$ cat config.mk
export PLATFORM = sky130hd
export DESIGN_NAME = rotation_ctrl
export DESIGN_NICKNAME = d
export VERILOG_FILES = /design/src/rtl/rotation_ctrl.sv
export SDC_FILE = /design/constraint.sdc
export NUM_CORES = 1
export LEC_CHECK = 0
export CAP_MARGIN = 40
export CORE_ASPECT_RATIO = 0.6
export CORE_MARGIN = 2
export CORE_UTILIZATION = 50
export CTS_BUF_LIST = sky130_fd_sc_hd__clkbuf_2
export CTS_CLUSTER_SIZE = 14
export DETAILED_ROUTE_END_ITERATION = 10
export DONT_BUFFER_PORTS = 1
export SLEW_MARGIN = 5
export SYNTH_ARGS = -nofsm -noshare
export SYNTH_HDL_FRONTEND = slang
export SYNTH_SLANG_ARGS = --single-unit
$ cat constraint.sdc
create_clock -name Clk -period 3.1 [get_ports Clk]
set_input_delay 0.31 -clock Clk [delete_from_list [all_inputs] [get_ports Clk]]
set_output_delay 0.31 -clock Clk [all_outputs]
set_load 0.01 [all_outputs]
$ cat src/rtl/rotation_ctrl.sv
// Piece-orientation controller: turns CW/CCW rotate keys into committed
// orientation changes with hold auto-repeat, collision veto and spawn lockout.
module rotation_ctrl #(
  parameter int          N_ORIENT      = 4,
  parameter int          ROT_W         = 2,
  parameter logic [7:0]  KEY_CW        = 8'h1A,
  parameter logic [7:0]  KEY_CCW       = 8'h14,
  parameter int          REPEAT_DELAY  = 24,
  parameter int          REPEAT_PERIOD = 6,
  parameter int          CNT_W         = 8
) (
  input  logic             Clk,
  input  logic             Reset,
  input  logic [7:0]       keycode,
  input  logic             blocked,
  input  logic             piece_load,
  output logic [ROT_W-1:0] rot_next,
  output logic [ROT_W-1:0] rotation,
  output logic             rot_event,
  output logic             rot_rejected
);

  typedef enum logic [1:0] {IDLE, HOLD, REPEAT, LOCKOUT} state_t;

  localparam logic [ROT_W-1:0] ROT_LAST = ROT_W'(N_ORIENT - 1);
  // Terminal counts; the delay one is unused when auto-repeat is disabled.
  localparam logic [CNT_W-1:0] DLY_LAST = CNT_W'((REPEAT_DELAY == 0) ? 0 : REPEAT_DELAY - 1);
  localparam logic [CNT_W-1:0] PER_LAST = CNT_W'(REPEAT_PERIOD - 1);
  localparam bit               AUTO_REP = (REPEAT_DELAY != 0);

  state_t           state;
  logic [CNT_W-1:0] count;
  logic [7:0]       held_key;
  logic             is_cw, is_ccw, is_rot, key_same, attempt;

  assign is_cw    = (keycode == KEY_CW);
  assign is_ccw   = (keycode == KEY_CCW);
  assign is_rot   = is_cw | is_ccw;
  assign key_same = (keycode == held_key);

  always_comb begin
    rot_next = rotation;
    if (is_cw)
      rot_next = (rotation == ROT_LAST) ? '0 : rotation + 1'b1;
    else if (is_ccw)
      rot_next = (rotation == '0) ? ROT_LAST : rotation - 1'b1;
  end

  // An attempt is taken on a fresh press, at the end of the initial hold
  // delay, and at each repeat period while the same key stays down.
  always_comb begin
    attempt = 1'b0;
    case (state)
      IDLE:    attempt = is_rot;
      HOLD:    attempt = AUTO_REP && key_same && (count == DLY_LAST);
      REPEAT:  attempt = key_same && (count == PER_LAST);
      default: attempt = 1'b0;
    endcase
  end

  always_ff @(posedge Clk) begin
    if (Reset) begin
      state        <= IDLE;
      count        <= '0;
      held_key     <= '0;
      rotation     <= '0;
      rot_event    <= 1'b0;
      rot_rejected <= 1'b0;
    end else if (piece_load) begin
      state        <= LOCKOUT;
      count        <= '0;
      rotation     <= '0;
      rot_event    <= 1'b0;
      rot_rejected <= 1'b0;
    end else begin
      rot_event    <= attempt & ~blocked;
      rot_rejected <= attempt & blocked;
      if (attempt && !blocked)
        rotation <= rot_next;

      case (state)
        IDLE: begin
          if (is_rot) begin
            held_key <= keycode;
            count    <= '0;
            state    <= HOLD;
          end
        end
        HOLD: begin
          if (!key_same) begin
            count <= '0;
            state <= IDLE;
          end else if (AUTO_REP) begin
            if (count == DLY_LAST) begin
              count <= '0;
              state <= REPEAT;
            end else begin
              count <= count + 1'b1;
            end
          end
        end
        REPEAT: begin
          if (!key_same) begin
            count <= '0;
            state <= IDLE;
          end else if (count == PER_LAST) begin
            count <= '0;
          end else begin
            count <= count + 1'b1;
          end
        end
        LOCKOUT: begin
          // Wait for rotate keys to be released so a held key cannot
          // immediately spin the freshly spawned piece.
          if (!is_rot)
            state <= IDLE;
        end
        default: state <= IDLE;
      endcase
    end
  end

endmodule
==> results.sh, run 1 <==
export IMPL_status="completed"
export IMPL_final_cell_mix="dfxtp_1 (22), inv_1 (14), nor2_1 (14)"
export IMPL_cts_buffers=3
export IMPL_h_tree_depth=1
export IMPL_clock_path_buffers=2
export IMPL_wirelength_um=3490
export IMPL_cp_depth=7
export IMPL_p_seq_share_pct=49.6
export IMPL_switchingPower_w=0.000155
export IMPL_min_period_ns=2.41
export IMPL_fp_dieH_um=46.6
export IMPL_viasPerCell=5.88
export IMPL_cts_hold_buf=3
export IMPL_hpwl_um=2680
export IMPL_grt_pass1_vias=1098
export IMPL_core_area_um2=2870
export IMPL_whs_ns=0.0692
export IMPL_period_share_pct=77.9
export IMPL_cts_tree="done"
export IMPL_critPathKind="flip-flop to flip-flop"
export IMPL_maxCapViolations=0
export IMPL_gp_congestion=0.904
export IMPL_rsz0062_at_grt="no"
export IMPL_clkTransAtPathRegs_ns=0.21
export IMPL_slowest_stage="or4_4"
export IMPL_relSlewSlack_pct=44.5
export IMPL_r2r_end="rotation[1]$_SDFFE_PP0P_"
export IMPL_top_layer="met4"
export IMPL_tns_ns=0
export IMPL_cp_top_family="compound AO/OA/AOI/OAI gates"
export IMPL_min_from="piece_load"
export IMPL_irDropWorstVdd_uv=182
export IMPL_cp_arrival_ns=2.72
export IMPL_ctsRootBufferMaster="clkbuf_2"
export IMPL_synthArstFlopShare_pct=0
export IMPL_start_kind="flip-flop"
export IMPL_cts_setup_buffers=0
export IMPL_post_route_util_pct=56.6
export IMPL_synth_edf_count=0
export IMPL_seq_area_frac_synth_pct=29.1
export IMPL_drtIter0Drc=150
export IMPL_synth_seq_cells=22
export IMPL_leakage_nw=0.559
export IMPL_diodes=0
export IMPL_p_comb_share_pct=15.9
export IMPL_end_kind="flip-flop"
export IMPL_die_w_um=75.0
export IMPL_drt_pass1_iter_count=4
export IMPL_num_io_pins=18
export IMPL_ctsResizeCount=0
export IMPL_setup_viol=0
export IMPL_skew_ns=0.00367
export IMPL_reg2reg_from="state[0]$_SDFFE_PP0P_"
export IMPL_tightest_slew_ns=0.822
export IMPL_wl_per_cell_um=15.7
export IMPL_synth_cells=178
export IMPL_grt_ovfl_total=0
export IMPL_antenna_found_initial=0
export IMPL_grt_pass1_wl_um=5580
export IMPL_nNetsFinal=203
export IMPL_fillers=265
export IMPL_met3_wirelength_um=285
export IMPL_via_count=1306
export IMPL_power_internal_w=0.000438
export IMPL_clockPowerShare_pct=34.4
export IMPL_crit_fanout=5
export IMPL_slew_viol_final=0
export IMPL_switching_share_pct=26.1
export IMPL_hold_depth=2
export IMPL_clk_latency_ns=0.35
export IMPL_path_buf_inv=1
export IMPL_finalHoldViolCount=0
export IMPL_drcViolationCount=0
export IMPL_powerDensity_nw_per_um2=364
export IMPL_ff2ff_path_depth=7
export IMPL_min_to="state[1]$_SDFFE_PP0P_"
export IMPL_cts_sinks=22
export IMPL_synthFlopType="dfxtp_1"
export IMPL_synth_nets=200
export IMPL_grt_usage_pct=22.0
export IMPL_start_util_pct=52.7
export IMPL_cp_required_ns=3.41
export IMPL_die_area_um2=3500
export IMPL_wl_met2_um=1310
export IMPL_rows=15
export IMPL_synth_warnings=0
export IMPL_io_buffers=0
export IMPL_fmax_ghz=0.414
export IMPL_worstPathCellList="inv_1 > ha_1 > nand3b_1 > a2111o_1 > or4_4 > a211o_1 > a21oi_2"
export IMPL_synth_area_per_cell_um2=8.51
export IMPL_postRouteAntennaNets=0
export IMPL_rrSetupSlack_ns=0.69
export IMPL_netlist_area_um2=1510
export IMPL_max_stage_delay_ns=0.51
export IMPL_hp_class="input pin to flip-flop"
export IMPL_drive_gt1_share_pct=7.78
export IMPL_drt_met1_wl_um=1880
export IMPL_synth_cell_types=52
export IMPL_final_common_cell="dfxtp_1"
export IMPL_area_delta_synth_final_pct=7.44
export IMPL_grt_max_degree=14
logic make-up (layout without fill, tap and decap cells):
group | count (synthesis) | count (layout) | share of synthesized area [%]
fa+ha+maj | 10 | 10 | 8.26
xor+xnor | 13 | 13 | 7.52
mux | 2 | 2 | 1.32
compound gates | 35 | 35 | 18.3
simple gates | 76 | 76 | 30.6
buf+inv | 20 | 22 | 4.96
flops | 22 | 22 | 29.1
worst register-to-register path: stages (launching register included):
cell and delay, ns:
dfxtp_1 0.47, inv_1 0.12, ha_1 0.26, nand3b_1 0.17, a2111o_1 0.44, or4_4 0.51
a211o_1 0.29, a21oi_2 0.13
state kept, by name, summed over array words and instances (netlist names):
signal and flops:
held_key 8, rotation 2, rot_rejected 1, rot_event 1, state 2, count 8
power groups by stage:
stage	clock, W	combinational, W	sequential, W
finish	0.000204	0.0000944	0.000294
global route	0.000221	0.000104	0.000295
CTS	0.000215	0.0000927	0.000294
detailed placement	0	0.0000880	0.000300
global placement	0	0.0000883	0.000299
floorplan	0	0.0000728	0.000298
layout make-up:
class | count | area [µm²] | area share [%]
multi-input combinational | 136 | 998 | 61.4
sequential | 22 | 440 | 27.1
inverter | 14 | 52.6 | 3.23
tap | 42 | 52.6 | 3.23
timing repair buffer | 4 | 37.5 | 2.31
clock inverter | 1 | 30.0 | 1.85
clock buffer | 3 | 15.0 | 0.923
routing by layer:
layer,GRT usage [%],up-vias
met5,0,-
met3,7.00,4
met2,28.2,48
met1,34.2,600
li1,-,654
met4,5.36,0
through the flow:
step	instances	instance area [µm²]	setup WS, ns	total power (W)
4_1_cts	222	1630	0.688	0.000602
3_3_place_gp	215	1550	0.817	0.000387
5_1_grt	222	1630	0.553	0.000621
2_1_floorplan	178	1510	0.884	0.000371
3_5_place_dp	215	1550	0.738	0.000388
6_report	222	1630	0.686	0.000593
synth_stat cells, types with 3 or more instances:
master	n	area [µm²]
a211oi_1	6	45.0
o21ai_0	4	20.0
nand2_1	6	22.5
clkbuf_1	5	18.8
ha_1	10	125
xnor2_1	13	114
nand3_1	7	35.0
or4_1	3	22.5
a41oi_1	3	26.3
dfxtp_1	22	440
nor3_1	7	35.0
a2111oi_0	3	26.3
and2_1	6	37.5
or3_1	3	18.8
nand4_1	3	18.8
inv_1	14	52.6
nand3b_1	3	22.5
nor2_1	14	52.6
how the worst max path moves through the flow:
stage                           from                  endpoint  slack (ns)
5_1_grt        state[0]$_SDFFE_PP0P_  rotation[1]$_SDFFE_PP0P_        0.55
3_3_place_gp   state[0]$_SDFFE_PP0P_  rotation[0]$_SDFFE_PP0P_        0.82
3_5_place_dp   state[0]$_SDFFE_PP0P_  rotation[0]$_SDFFE_PP0P_        0.74
6_report       state[0]$_SDFFE_PP0P_  rotation[1]$_SDFFE_PP0P_        0.69
4_1_cts        state[0]$_SDFFE_PP0P_  rotation[1]$_SDFFE_PP0P_        0.69
2_1_floorplan  state[0]$_SDFFE_PP0P_  rotation[0]$_SDFFE_PP0P_        0.88
No activity file was read; power rests on OpenSTA's default activity.
==> run 2: changes to the inputs <==
- clock period: 3.1 -> 2.5 ns (I/O delays scaled with it)
==> run 2 against run 1 <==
Against the previous run: combinational power increased by 40%; sequential share of layout area decreased by 0.72 points; clock-buffer cell count unchanged.
==> results.sh, run 2 (same netlist as run 1, synthesis figures left out) <==
export IMPL_start_kind="flip-flop"
export IMPL_fp_dieH_um=46.6
export IMPL_maxCapViolations=0
export IMPL_drt_met1_wl_um=2060
export IMPL_hpwl_um=2890
export IMPL_tns_ns=0
export IMPL_crit_fanout=4
export IMPL_cts_buffers=3
export IMPL_fmax_ghz=0.423
export IMPL_clkTransAtPathRegs_ns=0.22
export IMPL_wl_met2_um=1470
export IMPL_min_period_ns=2.37
export IMPL_period_share_pct=94.6
export IMPL_drt_pass1_iter_count=4
export IMPL_start_util_pct=52.7
export IMPL_nNetsFinal=210
export IMPL_top_layer="met4"
export IMPL_reg_largest_list="count x8, held_key x8"
export IMPL_h_tree_depth=1
export IMPL_gp_congestion=0.877
export IMPL_core_area_um2=2870
export IMPL_drive_gt1_share_pct=11.2
export IMPL_antenna_found_initial=0
export IMPL_grt_max_degree=14
export IMPL_io_buffers=0
export IMPL_leakage_nw=0.595
export IMPL_grt_ovfl_total=0
export IMPL_cp_required_ns=2.80
export IMPL_post_route_util_pct=58.7
export IMPL_via_count=1368
export IMPL_ctsRootBufferMaster="clkbuf_2"
export IMPL_slew_viol_final=0
export IMPL_powerDensity_nw_per_um2=445
export IMPL_finalHoldViolCount=0
export IMPL_relSlewSlack_pct=63.2
export IMPL_met3_wirelength_um=310
export IMPL_cts_tree="done"
export IMPL_wl_per_cell_um=16.9
export IMPL_area_delta_synth_final_pct=11.3
export IMPL_diodes=0
export IMPL_final_seq_area_um2=444
export IMPL_setup_viol=0
export IMPL_end_kind="flip-flop"
export IMPL_rsz0062_at_grt="no"
export IMPL_multiInputGateArea_um2=998
export IMPL_cts_sinks=22
export IMPL_cp_arrival_ns=2.66
export IMPL_tightest_slew_ns=0.538
export IMPL_grt_pass1_vias=1251
export IMPL_die_w_um=75.0
export IMPL_num_io_pins=18
export IMPL_drcViolationCount=0
export IMPL_drtIter0Drc=144
export IMPL_clk_latency_ns=0.34
export IMPL_irDropWorstVdd_uv=241
export IMPL_fillers=266
export IMPL_status="completed"
export IMPL_critPathKind="flip-flop to flip-flop"
export IMPL_grt_pass1_wl_um=6350
export IMPL_viasPerCell=5.97
export IMPL_final_common_cell="dfxtp_1"
export IMPL_clock_path_buffers=2
export IMPL_postRouteAntennaNets=0
export IMPL_wirelength_um=3870
export IMPL_skew_ns=0.00807
export IMPL_rows=15
export IMPL_grt_usage_pct=25.1
export IMPL_hp_class="input pin to flip-flop"
export IMPL_die_area_um2=3500
export IMPL_final_cell_mix="dfxtp_1 (21), inv_1 (14), nor2_1 (14)"
## run 2: changes by cell type in the layout (fill, tap and decap cells not counted)
cell / previous run / this run
dfxtp_4: 0 / 1
buf_4: 1 / 7
dfxtp_1: 22 / 21
dlygate4sd3_1: 3 / 4
## run 2: worst paths after layout
check	startpoint	endpoint	slack [ns]	cells after the start
worst max register to register	state[0]$_SDFFE_PP0P_	rotation[1]$_SDFFE_PP0P_	0.13	7
worst min register to register	held_key[0]$_SDFFE_PP0P_	held_key[0]$_SDFFE_PP0P_	0.50	1
worst max-delay path	state[0]$_SDFFE_PP0P_	rotation[1]$_SDFFE_PP0P_	0.13	7
worst min-delay path	keycode[3]	held_key[3]$_SDFFE_PP0P_	0.04	2
## run 2: report_power, final
part	switching, W	total [W]	internal, W
Combinational	0.0000748	0.000132	0.0000574
Clock	0.000114	0.000252	0.000138
Sequential	0.00000791	0.000365	0.000358
## run 2: worst max-delay path, stage by stage (launching register included)
cell and delay, ns:
dfxtp_4 0.42, inv_1 0.08, ha_1 0.25, nand3b_1 0.18, a2111o_1 0.45, or4_4 0.51, a211o_1 0.29, a21oi_2 0.14
## run 2: layout make-up
class                   count  area share [%]
clock buffers               3           0.891
clock inverters             1            1.78
inverters                  14            3.12
multi-input cells         136            59.2
flip-flops and latches     22            26.4
well taps                  42            3.12
repair buffers             11            5.49
## run 2: metrics by stage
step | instances | power [W] | cell area, µm² | hold WS (ns) | setup WS (ns)
2_1_floorplan | 178 | 0.000460 | 1510 | 0.329 | 0.284
3_3_place_gp | 219 | 0.000484 | 1580 | 0.326 | 0.216
3_5_place_dp | 219 | 0.000487 | 1580 | 0.327 | 0.140
4_1_cts | 227 | 0.000748 | 1670 | 0.0236 | 0.0373
5_1_grt | 229 | 0.000788 | 1690 | 0.0168 | 0.00771
6_report | 229 | 0.000750 | 1690 | 0.0424 | 0.134
## run 2: metal layers
metal / track usage [%] / vias to the layer above
met1: 38.5 / 639
met3: 6.35 / 4
met4: 6.79 / 0
li1: - / 668
met5: 0 / -
met2: 33.7 / 57
## run 2: what timing repair did
item / CTS / global route
endpoints found under the setup margin: 0 / 2
hold buffers: 4 / 0
endpoints found under the hold margin: 7 / 0
setup buffers: 0 / 2
resized for setup: 0 / 2
==> run 3: changes to the inputs <==
- SETUP_SLACK_MARGIN: not set -> 0.2
==> run 3 against run 2 <==
Against the previous run: clock-buffer cell count is the same; critical path depth unchanged; clock skew is 0.0027 ns higher; clock power about the same; final cell count down 0.44%; global-route usage is 0.11 points higher; utilization is 0.48 points higher; via count shrank 1.5%; critical endpoint unchanged; largest cell class unchanged; largest power group unchanged.
==> results.sh, run 3 (same netlist as run 1, synthesis figures left out) <==
export IMPL_final_common_cell="dfxtp_1"
export IMPL_via_count=1348
export IMPL_period_share_pct=88.8
export IMPL_grt_pass1_wl_um=6370
export IMPL_cp_required_ns=2.79
export IMPL_cp_arrival_ns=2.51
export IMPL_nNetsFinal=209
export IMPL_die_area_um2=3500
export IMPL_cts_buffers=3
export IMPL_start_util_pct=52.7
export IMPL_start_kind="flip-flop"
export IMPL_rsz0062_at_grt="yes"
export IMPL_irDropWorstVdd_uv=260
export IMPL_dpl_cell_area_um2=1580
export IMPL_die_w_um=75.0
export IMPL_num_io_pins=18
export IMPL_skew_ns=0.0108
export IMPL_antenna_found_initial=0
export IMPL_gp_congestion=0.877
export IMPL_core_area_um2=2870
export IMPL_ff2ff_path_depth=7
export IMPL_tns_ns=0
export IMPL_leakage_nw=0.589
export IMPL_setup_viol=0
export IMPL_wl_per_cell_um=17.0
export IMPL_h_tree_depth=1
export IMPL_viasPerCell=5.91
export IMPL_wirelength_um=3870
export IMPL_tightest_slew_ns=0.534
export IMPL_powerDensity_nw_per_um2=442
export IMPL_slew_viol_final=0
export IMPL_drt_pass1_iter_count=4
export IMPL_hold_depth=2
export IMPL_status="completed"
export IMPL_critPathKind="flip-flop to flip-flop"
export IMPL_hpwl_um=2890
export IMPL_stdcell_area_um2=1700
export IMPL_hp_class="input pin to flip-flop"
export IMPL_rows=15
export IMPL_min_period_ns=2.22
export IMPL_crit_fanout=4
export IMPL_final_cell_mix="dfxtp_1 (18), inv_1 (14), nor2_1 (14)"
export IMPL_clkTransAtPathRegs_ns=0.22
export IMPL_ctsRootBufferMaster="clkbuf_2"
export IMPL_cts_sinks=22
export IMPL_p_total_w=0.000752
export IMPL_reg_largest_list="count x8, held_key x8"
export IMPL_postRouteAntennaNets=0
export IMPL_relSlewSlack_pct=63.5
export IMPL_drcViolationCount=0
export IMPL_clk_latency_ns=0.35
export IMPL_maxCapViolations=0
export IMPL_fmax_ghz=0.450
export IMPL_cts_tree="done"
export IMPL_end_kind="flip-flop"
export IMPL_drtIter0Drc=158
export IMPL_area_delta_synth_final_pct=12.2
export IMPL_grt_pass1_vias=1247
export IMPL_grt_usage_pct=25.2
export IMPL_diodes=0
export IMPL_grt_ovfl_total=0
export IMPL_grt_max_degree=14
export IMPL_clock_path_buffers=2
export IMPL_io_buffers=0
export IMPL_drive_gt1_share_pct=13.4
export IMPL_finalHoldViolCount=0
export IMPL_fp_dieH_um=46.6
-- run 3: changes by cell type in the layout (fill, tap and decap cells not counted) --
cell | before | now
dfxtp_1 | 21 | 18
ha_2 | 0 | 1
dfxtp_4 | 1 | 2
dfxtp_2 | 0 | 2
buf_4 | 7 | 6
ha_4 | 0 | 1
ha_1 | 10 | 8
-- run 3: critical path: stages (launching register included) --
cell      delay [ns]
dfxtp_4         0.40
inv_1           0.09
ha_4            0.18
nand3b_1        0.16
a2111o_1        0.40
or4_4           0.51
a211o_1         0.29
a21oi_2         0.14
-- run 3: final timing paths --
| path | startpoint | to | slack [ns] |
|---|---|---|---|
| worst min register to register | held_key[0]$_SDFFE_PP0P_ | held_key[0]$_SDFFE_PP0P_ | 0.50 |
| worst max-delay path | state[0]$_SDFFE_PP0P_ | rotation[1]$_SDFFE_PP0P_ | 0.28 |
| worst min-delay path | keycode[3] | held_key[1]$_SDFFE_PP0P_ | 0.04 |
| worst max register to register | state[0]$_SDFFE_PP0P_ | rotation[1]$_SDFFE_PP0P_ | 0.28 |
-- run 3: timing repair --
action                     CTS  global route
pin swaps                    0             3
hold buffers                 4             0
setup endpoints to repair    2             4
cloned                       0             0
hold endpoints to repair     7             0
resized for setup            5             4
buffers inserted             1             0
-- run 3: layout make-up --
type	instances	area (µm²)
Clock buffer	3	15.0
Clock inverter	1	30.0
Fill cell	259	1170
Inverter	14	52.6
Multi-Input combinational cell	136	1010
Sequential cell	22	450
Tap cell	42	52.6
Timing Repair Buffer	10	85.1
-- run 3: power by group --
| part | total (W) | internal, W | switching (W) | leakage [nW] |
|---|---|---|---|---|
| Clock | 0.000253 | 0.000138 | 0.000115 | 0.0266 |
| Combinational | 0.000134 | 0.0000567 | 0.0000770 | 0.382 |
| Sequential | 0.000365 | 0.000358 | 0.00000726 | 0.180 |
| Total | 0.000752 | 0.000553 | 0.000199 | 0.589 |
-- run 3: per-layer routing --
| metal | vias to the layer above | GRT usage [%] | wire [µm] |
|---|---|---|---|
| li1 | 665 | - | - |
| met1 | 625 | 38.3 | 1980 |
| met2 | 54 | 34.0 | 1460 |
| met3 | 4 | 6.78 | 385 |
| met4 | 0 | 6.79 | 48 |
| met5 | - | 0 | 0 |
-- run 3: per-stage QoR --
stage	hold slack [ns]	utilization, %	setup WS (ns)	std cells
finish	0.0400	59.2	0.280	228
global route	0.0126	59.2	0.138	228
CTS	0.0238	58.6	0.220	228
detailed placement	0.327	55.1	0.140	219
global placement	0.326	55.1	0.216	219
floorplan	0.329	-	0.284	178
